**config.mk**
```make
export PLATFORM = sky130hd
export DESIGN_NAME = mux_scan_ctrl
export DESIGN_NICKNAME = d
export VERILOG_FILES = /design/src/rtl/mux_scan_pkg.sv /design/src/rtl/mux_scan_next.sv /design/src/rtl/mux_scan_ctrl.sv
export SDC_FILE = /design/constraint.sdc
export NUM_CORES = 1
export LEC_CHECK = 0
export BUFFER_PORTS_ARGS = -buffer_cell sky130_fd_sc_hd__buf_2
export CAP_MARGIN = 20
export CORE_MARGIN = 8
export CORE_UTILIZATION = 52
export CTS_BUF_LIST = sky130_fd_sc_hd__clkbuf_16
export DETAILED_ROUTE_END_ITERATION = 8
export GPL_ROUTABILITY_DRIVEN = 0
export PLACE_DENSITY = 0.79
export SLEW_MARGIN = 15
export SYNTH_ARGS = -nofsm -noshare
export SYNTH_HDL_FRONTEND = slang
export SYNTH_SLANG_ARGS = --single-unit
```
**constraint.sdc**
```tcl
create_clock -name clk -period 4.6 [get_ports clk]
set_input_delay 0.69 -clock clk [delete_from_list [all_inputs] [get_ports clk]]
set_output_delay 0.69 -clock clk [all_outputs]
set_load 0.005 [all_outputs]
```
**src/rtl/mux_scan_pkg.sv**
```systemverilog
// Shared constants and state encoding for the scanned 4-channel mux port.
// Optional build macro: MUX_SCAN_CONTINUOUS_EN (back-to-back sweeps).
package mux_scan_pkg;

  localparam int unsigned NCH   = 4;
  localparam int unsigned SEL_W = 2;

  typedef logic [1:0] stateT;

  localparam stateT StIdle   = 2'd0;
  localparam stateT StSettle = 2'd1;
  localparam stateT StSample = 2'd2;
  localparam stateT StDone   = 2'd3;

endpackage

```
**src/rtl/mux_scan_next.sv**
```systemverilog
// Finds the next enabled channel strictly above `cur`; cur = -1 yields the lowest
// enabled channel. `last` is high when no enabled channel lies above `cur`.
module mux_scan_next
  import mux_scan_pkg::*;
(
  input  logic [NCH-1:0]          mask,
  input  logic signed [SEL_W:0]   cur,
  output logic [SEL_W-1:0]        nxt,
  output logic                    last
);

  // Scan downward so the lowest qualifying channel is the one that sticks.
  always_comb begin
    nxt  = '0;
    last = 1'b1;
    for (int k = NCH - 1; k >= 0; k--) begin
      if (mask[k] && (k > int'(cur))) begin
        nxt  = SEL_W'(k);
        last = 1'b0;
      end
    end
  end

endmodule

```
**src/rtl/mux_scan_ctrl.sv**
```systemverilog
// Sweep controller for MUX4x1: steps the select over enabled channels, settles,
// samples Y and publishes the captured word with a one-cycle valid pulse.
// Optional build macro: MUX_SCAN_CONTINUOUS_EN repeats sweeps until stop.
module mux_scan_ctrl
  import mux_scan_pkg::*;
#(
  parameter int unsigned DWELL_W = 4
) (
  input  logic               clk,
  input  logic               rst,
  input  logic               start,
  input  logic               stop,
  input  logic [NCH-1:0]     mask,
  input  logic [DWELL_W-1:0] dwell,
  input  logic               Y,
  output logic [SEL_W-1:0]   S,
  output logic [NCH-1:0]     C,
  output logic               valid,
  output logic               busy
);

  stateT              stateQ, stateD;
  logic [SEL_W-1:0]   selQ, selD;
  logic [DWELL_W-1:0] cntQ, cntD;
  logic [DWELL_W-1:0] dwellQ, dwellD;
  logic [NCH-1:0]     maskQ, maskD;
  logic [NCH-1:0]     capQ, capD;
  logic [NCH-1:0]     cQ, cD;
  logic               validQ, validD;
  logic               busyQ, busyD;

  logic signed [SEL_W:0] lowCur, nextCur;
  logic [NCH-1:0]        lowMask;
  logic [SEL_W-1:0]      lowCh, nextCh;
  logic                  lowLast, nextLast;

  assign lowCur  = '1;
  assign nextCur = {1'b0, selQ};
  // Lowest-channel search uses the live mask only when launching from IDLE.
  assign lowMask = (stateQ == StIdle) ? mask : maskQ;

  mux_scan_next uLowest (
    .mask (lowMask),
    .cur  (lowCur),
    .nxt  (lowCh),
    .last (lowLast)
  );

  mux_scan_next uNext (
    .mask (maskQ),
    .cur  (nextCur),
    .nxt  (nextCh),
    .last (nextLast)
  );

  // Next-state and datapath decode; stop overrides everything outside IDLE.
  always_comb begin
    stateD = stateQ;
    selD   = selQ;
    cntD   = cntQ;
    dwellD = dwellQ;
    maskD  = maskQ;
    capD   = capQ;
    cD     = cQ;
    validD = 1'b0;
    case (stateQ)
      StIdle: begin
        if (start && !stop && !lowLast) begin
          maskD  = mask;
          dwellD = dwell;
          selD   = lowCh;
          cntD   = dwell;
          capD   = '0;
          stateD = StSettle;
        end
      end
      StSettle: begin
        if (cntQ != '0) begin
          cntD = cntQ - DWELL_W'(1);
        end else begin
          stateD = StSample;
        end
      end
      StSample: begin
        capD[selQ] = Y;
        if (!nextLast) begin
          selD   = nextCh;
          cntD   = dwellQ;
          stateD = StSettle;
        end else begin
          // Publish on the edge leaving the last sample so valid stays registered.
          cD     = capD;
          validD = 1'b1;
`ifdef MUX_SCAN_CONTINUOUS_EN
          // Restart straight into SETTLE so sweeps run back-to-back.
          selD   = lowCh;
          cntD   = dwellQ;
          capD   = '0;
          stateD = StSettle;
`else
          selD   = '0;
          stateD = StDone;
`endif
        end
      end
      StDone: begin
`ifdef MUX_SCAN_CONTINUOUS_EN
        selD   = lowCh;
        cntD   = dwellQ;
        capD   = '0;
        stateD = StSettle;
`else
        selD   = '0;
        stateD = StIdle;
`endif
      end
      default: begin
        selD   = '0;
        stateD = StIdle;
      end
    endcase
    if (stop && (stateQ != StIdle)) begin
      stateD = StIdle;
      selD   = '0;
      cD     = cQ;
      validD = 1'b0;
    end
    busyD = (stateD != StIdle);
  end

  // State and output registers with asynchronous active-high reset.
  always_ff @(posedge clk or posedge rst) begin
    if (rst) begin
      stateQ <= StIdle;
      selQ   <= '0;
      cntQ   <= '0;
      dwellQ <= '0;
      maskQ  <= '0;
      capQ   <= '0;
      cQ     <= '0;
      validQ <= 1'b0;
      busyQ  <= 1'b0;
    end else begin
      stateQ <= stateD;
      selQ   <= selD;
      cntQ   <= cntD;
      dwellQ <= dwellD;
      maskQ  <= maskD;
      capQ   <= capD;
      cQ     <= cD;
      validQ <= validD;
      busyQ  <= busyD;
    end
  end

  assign S     = selQ;
  assign C     = cQ;
  assign valid = validQ;
  assign busy  = busyQ;

endmodule

```
==> reports/results.ini, run 1 <==
[routing]
drtIter0Drc = 103
first_pass_iters = 4
routed_wl_um = 3606
drcViolationCount = 0
post_drt_wl_per_cell_um = 16.85
final_antenna_net_count = 0
vias = 1278
avgViaCountPerCell = 5.972

[clock_network]
post_cts.resized_instances = 0
htree_levels = 1
hold_buffers = 0
insertion_delay_ns = 0.26
cts_buffers = 3
clk_path_buf_depth = 2
cts_setup_buffers = 0
cts_tree = yes
clk_pin_slew_ns = 0.06
cts_root_buf = clkbuf_16
cts_sinks = 26

[global_routing]
track_usage_pct = 14.81
grt_pass1_wl_um = 6258
antenna_found_initial = 0
grt_overflow = 0
first_global_vias = 1330
grt_max_degree = 27

[setup_path]
r2r-start = stateQ[1]
r2r_cells = 6
end_kind = register
rrSetupSlack_ns = 1.95
required_ns = 4.74
arrival_ns = 2.80
crit_path_start_kind = register
r2r-end = maskQ[1]
critical_path_class = register to register
worst-path-max-fanout = 18

[synth]
yosysSeqAreaShare_pct = 39.25
synth_edf_count = 0
synth_xor_area_share_pct = 0.5283
synth_mux_area_share_pct = 20.15
synth_simple_gate_area_share_pct = 10.64
synth_cell_types = 43
syn-instance-count = 155
synth_flop_cell = dfrtp_1
yosysWarnings = 0
syn_avg_cell_area_sq_um = 10.70
syn_nets = 175
synthAdderAreaFrac_pct = 5.283
synth_compound_area_share_pct = 19.32
synth_top_family_by_area = multiplexers
synthesis.area_sq_um = 1658
synth-async-reset-ratio_pct = 100.0
ys_ff_latch = 26

[pwr]
ir_drop_mv = 0.3150
p_per_area_nw_per_um2 = 625.1
p_leak_nw = 0.8414

[sta]
finalHoldViolCount = 0
tightest_slew_ns = 0.6846
rsz0062_at_grt = no
relSlewSlack_pct = 54.36
fin_tns_setup_ns = 0
fin_skew_ns = 0.003526
hold_ws_ns = 0.4591
period_needed_ns = 2.655
max_freq_ghz = 0.3767
report.final.slew_viol_count = 0
timing.final.crit_share_pct = 57.71
setup_viol = 0

[floorplanning]
die_width_um = 72.47
io_pins = 21
core-area_sq_um = 3053
initial_core_util_pct = 54.30
rows = 20
dieArea_sq_um = 5251
dieHeight_um = 72.47

[finish]
nets = 192
fin_util_pct = 60.70
diodes = 0
synthToLayoutAreaGrowth_pct = 11.77
drive_above_1_share_pct = 23.53
nFillCells = 258

[worst_hold_path]
hp-class = primary input to async pin

[job]
maxCapViolations = 0

[placement]
portBuffers = 20
place_hpwl_um = 2612

[run_status]
status = completed

==> flip-flops by register name (all words and copies together), names as in the netlist <==
name	flops
dwellQ	4
valid	1
S	2
cntQ	4
C	4
stateQ	2
capQ	4
maskQ	4
busy	1
==> Yosys cell counts (2+ instances only) <==
master,number,share of area [%]
nor2_1,9,2.0
o211ai_2,2,1.5
o21ai_1,3,0.91
mux2i_1,4,2.4
a22oi_1,4,1.8
inv_1,8,1.8
a31oi_1,4,1.5
nand4_1,2,0.75
o31a_1,2,1.1
nand2b_1,2,0.75
nor3_1,3,0.91
o2bb2ai_1,2,1.1
buf_6,2,1.4
o211ai_1,3,1.4
mux2_4,8,7.2
ha_1,7,5.3
a21oi_1,7,2.1
o21ai_0,9,2.7
clkbuf_1,5,1.1
nor2b_1,3,1.1
dfrtp_1,26,39
mux2_1,13,8.8
nand2_1,6,1.4
mux2i_2,2,1.7
==> cell usage in the layout, fill, tap and decap left out, drive strengths merged, types with 2 or more instances in the layout <==
cell and count:
a21oi 7, a22oi 4, a31oi 4, a32oi 2, buf 21, clkbuf 3, dfrtp 26, ha 7
inv 8, mux2 21, mux2i 6, nand2 6, nand2b 2, nand4 2, nor2 9, nor2b 3
nor3 4, nor3b 2, o211ai 5, o21ai 12, o2bb2ai 2, o31a 2
==> worst max path at each step <==
stage                         start        end  slack [ns]  cells past startpoint
after global placement    stateQ[0]   maskQ[0]        2.17                      6
final                     stateQ[1]   maskQ[1]        1.95                      6
after CTS                 stateQ[1]   maskQ[1]        1.93                      6
after global routing      stateQ[1]   maskQ[1]        1.79                      6
after detailed placement  stateQ[1]   maskQ[1]        1.99                      6
after floorplan           stateQ[0]  dwellQ[0]        2.64                      8
==> worst max-delay path: stages, from the launching register on <==
cell	delay [ns]
dfrtp_1	0.43
inv_1	0.14
ha_1	0.62
mux2i_2	0.43
o211ai_2	0.18
and3_1	0.38
mux2_4	0.36
==> layer usage <==
metal | GRT usage (%) | up-vias | wire length, um
li1 | - | 607 | -
met1 | 18.12 | 623 | 1535
met2 | 24.47 | 37 | 1793
met3 | 2.893 | 11 | 191
met4 | 6.667 | 0 | 86
met5 | 0 | - | 0
==> through the flow <==
stage	worst slack [ns]	total power, W	instance area [sq um]	instances
after floorplan	2.638	0.0008419	1658	155
after detailed placement	1.987	0.0009681	1763	210
after global placement	2.173	0.0009398	1763	210
final	1.945	0.001158	1853	214
after CTS	1.931	0.001163	1838	213
after global routing	1.793	0.001246	1853	214
==> where the power goes <==
part           total [W]  switching (W)  internal, W
Combinational   0.000551       0.000283     0.000268
Sequential      0.000420       0.000102     0.000318
Clock           0.000187      0.0000720     0.000115
==> cell families (layout without fill, tap and decap cells) <==
family / after synthesis / after routing
adder cells (fa/ha/maj): 7 / 7
buffers and inverters: 17 / 32
multiplexers: 27 / 27
AO/OA/AOI/OAI: 45 / 45
AND/OR/NAND/NOR: 32 / 32
flip-flops: 26 / 26
XOR/XNOR: 1 / 1
==> area by class of cell <==
cell class                 instances  area (sq um)  share of cell area, %
clock buffer                       3         75.07                  4.051
inverter                           8         30.03                  1.621
multi-input combinational        112         927.1                  50.03
tap                               44         55.05                  2.971
timing repair buffer              21         115.1                  6.212
sequential                        26         650.6                  35.11
Power figures use the tool's default switching activity.
==> run 2, diff against run 1 <==
- ABC_AREA: default -> 1
- clock period: 4.6 -> 2.7 ns (I/O delays scaled with it)
==> run 2 against run 1 <==
Net effect:
- clock power increased by 78%
- non-clock buffer count unchanged
- sequential share of layout area decreased by 0.51 points
- core utilization increased by 1.4 points
- combinational power increased to 2.6 times the previous value
- maximum frequency increased by 21%
- largest power group unchanged
==> reports/results.ini, run 2 <==
[run_status]
status = completed

[clock_network]
cts_root_buf = clkbuf_16
cts_buffers = 3  ; unchanged
htree_levels = 1  ; unchanged
cts_setup_buffers = 0  ; unchanged
insertion_delay_ns = 0.26  ; about the same
post_cts.resized_instances = 0  ; unchanged
clk_path_buf_depth = 2  ; unchanged
hold_buffers = 0  ; unchanged
cts_tree = yes
cts_sinks = 26  ; unchanged
clk_pin_slew_ns = 0.06  ; about the same

[setup_path]
crit_start = stateQ[0]
crit_path_start_kind = register
r2r-start = stateQ[0]
path_common_cell = nand2_1
critical_path_class = register to register
arrival_ns = 2.35  ; -0.45 ns
worst-path-max-fanout = 12  ; -6
path_cells = inv_1 -> ha_1 -> inv_4 -> nand2_1 -> nand2_1 -> nor2_4 -> nand2_4 -> nand2_8 -> nand2_8 -> nand2_4 -> inv_2 -> nand2_1 -> nand2_1
slowest_delay_ns = 0.48  ; -0.14 ns
end_kind = register
required_ns = 2.86  ; -1.88 ns
critPathSlowestCell = ha_1
rrSetupSlack_ns = 0.51  ; -1.44 ns

[routing]
first_pass_iters = 4  ; unchanged
drcViolationCount = 0  ; unchanged
drtIter0Drc = 76  ; -26%
post_drt_wl_per_cell_um = 12.52  ; -26%
avgViaCountPerCell = 5.033  ; -16%
vias = 1384  ; +8.3%
final_antenna_net_count = 0  ; unchanged
routed_wl_um = 3444  ; -4.5%

[pwr]
p_sw_w = 0.001199  ; +160%
p_per_area_nw_per_um2 = 1312  ; +110%
pwr-share-clk_pct = 13.4  ; -2.7 points
power.share.sequential_pct = 27.5  ; -8.8 points
p_leak_nw = 1.013  ; +20%
internal_power_w = 0.001269  ; +81%
combPwrFrac_pct = 59.1  ; +11 points
swShare_pct = 48.58  ; +9.1 points
ir_drop_mv = 0.5987  ; +90%

[global_routing]
grt_pass1_wl_um = 6189  ; -1.1%
grt_overflow = 0  ; unchanged
track_usage_pct = 14.43  ; -0.38 points
first_global_vias = 1456  ; +9.5%
grt_max_degree = 27  ; unchanged
antenna_found_initial = 0  ; unchanged

[sta]
fin_tns_setup_ns = 0  ; unchanged
finalHoldViolCount = 0  ; unchanged
setup_viol = 0  ; unchanged
timing.final.crit_share_pct = 81.25  ; +24 points
hold_ws_ns = 0.1096  ; -0.3495 ns
max_freq_ghz = 0.4558  ; +21%
tightest_slew_ns = 0.4911  ; -0.1935 ns
fin_skew_ns = 0.002632  ; -0.0008941 ns
relSlewSlack_pct = 67.26  ; +13 points
rsz0062_at_grt = no
period_needed_ns = 2.194  ; -0.4609 ns
report.final.slew_viol_count = 0  ; unchanged

[synth]
synth_top_area_share_pct = 39.51  ; +0.27 points
yosysWarnings = 0  ; unchanged
syn_avg_cell_area_sq_um = 7.878  ; -26%
yosysSeqAreaShare_pct = 39.51  ; +0.27 points
ys_ff_latch = 26  ; unchanged
yosysMostFrequentCell = nand2_1
synth_flop_cell = dfrtp_1
synthesis.area_sq_um = 1647  ; -0.68%
synth_edf_count = 0  ; unchanged
syn_nets = 229  ; +31%
syn-instance-count = 209  ; +35%
synthTopCellsByCount = 68 x nand2_1, 26 x dfrtp_1, 23 x inv_1
synth_cell_types = 23  ; -47%
synth-async-reset-ratio_pct = 100.0  ; unchanged
synth_largest_area_cell = dfrtp_1
synth_area_leaders = dfrtp_1 40%, nand2_1 16%, ha_1 5.3%

[floorplanning]
die_width_um = 72.27  ; -0.27%
rows = 20  ; unchanged
io_pins = 21  ; unchanged
initial_core_util_pct = 54.38  ; +0.077 points
dieHeight_um = 72.27  ; -0.27%
dieArea_sq_um = 5223  ; -0.54%
core-area_sq_um = 3028  ; -0.82%

[finish]
drive_above_1_share_pct = 21.21  ; -2.3 points
nets = 252  ; +31%
nFillCells = 267  ; +3.5%
layout_common_cells = 68 x nand2_1, 26 x dfrtp_1, 23 x inv_1
layout_commonest_cell = nand2_1
diodes = 0  ; unchanged
synthToLayoutAreaGrowth_pct = 14.21

[placement]
portBuffers = 20  ; unchanged
place_hpwl_um = 2600  ; -0.44%

[job]
maxCapViolations = 0  ; unchanged

[worst_hold_path]
hp-class = primary input to async pin

[run 2: cell count changes after synthesis, moves of 4 or more]
cell	change
clkbuf_1	-5
nand2_8	+4
mux2_4	-8
nand2_2	+4
a22oi_1	-4
nand2_4	+4
nor2_1	+4
inv_1	+15
o21ai_2	+6
nand2_1	+62
o21ai_0	+7
nand3_1	+10
mux2_1	-13
[run 2: final cells by class]
type                            instances  area, sq um  share of cell area, %
Clock buffer                            3        75.07                  3.992
Clock inverter                          1        3.754                 0.1996
Inverter                               25        96.34                  5.123
Multi-Input combinational cell        155        872.1                  46.37
Sequential cell                        26        650.6                  34.60
Tap cell                               44        55.05                  2.927
Timing Repair Buffer                   21        127.6                  6.786
[run 2: kinds of logic after synthesis]
kind of cell / count (synthesis) / share of synthesized area, %
DFF: 26 / 39.51
AOI/OAI and AO/OA: 34 / 11.93
buffers and inverters: 28 / 7.522
muxes: 1 / 0.6079
and+or+nand+nor: 113 / 35.11
adders and majority gates: 7 / 5.319
[run 2: final timing paths]
kind | endpoint | depth (start not counted)
worst max register to register | S[0] | 13
worst min-delay path | S[0] | 2
max in group asynchronous | maskQ[3] | 3
min in group clk | maskQ[2] | 3
worst max-delay path | S[0] | 13
worst min register to register | capQ[2] | 2
[run 2: stage by stage]
stage,setup WS [ns],cells,cell area (sq um),utilization [%],total power (W)
final,0.5063,275,1881,62.11,0.002467
after global routing,0.3098,275,1881,62.11,0.002700
after CTS,0.5168,274,1853,61.20,0.002467
after detailed placement,0.5940,270,1774,58.60,0.002126
after global placement,0.6957,270,1774,58.60,0.002094
after floorplan,0.9588,209,1647,-,0.001877
[run 2: metal layers]
| metal | up-vias | routed length, um | track usage (%) |
|---|---|---|---|
| met3 | 5 | 153 | 3.168 |
| li1 | 708 | - | - |
| met1 | 642 | 1569 | 17.44 |
| met2 | 29 | 1691 | 25.38 |
| met4 | 0 | 29 | 2.948 |
| met5 | - | 0 | 0 |
[run 2: worst max-delay path, delay by kind of cell (launching register included)]
kind	cells	cell delay, ns
AND/OR/NAND/NOR	9	0.84
adder cells (fa/ha/maj)	1	0.48
flip-flops	1	0.42
buffers and inverters	3	0.32
[run 2: power groups by stage]
stage | Combinational [W] | Sequential [W] | Clock (W)
finish | 0.00146 | 0.000678 | 0.000332
global route | 0.00165 | 0.000699 | 0.000348
CTS | 0.00146 | 0.000675 | 0.000333
detailed placement | 0.00145 | 0.000681 | 0
global placement | 0.00141 | 0.000679 | 0
floorplan | 0.00122 | 0.000658 | 0
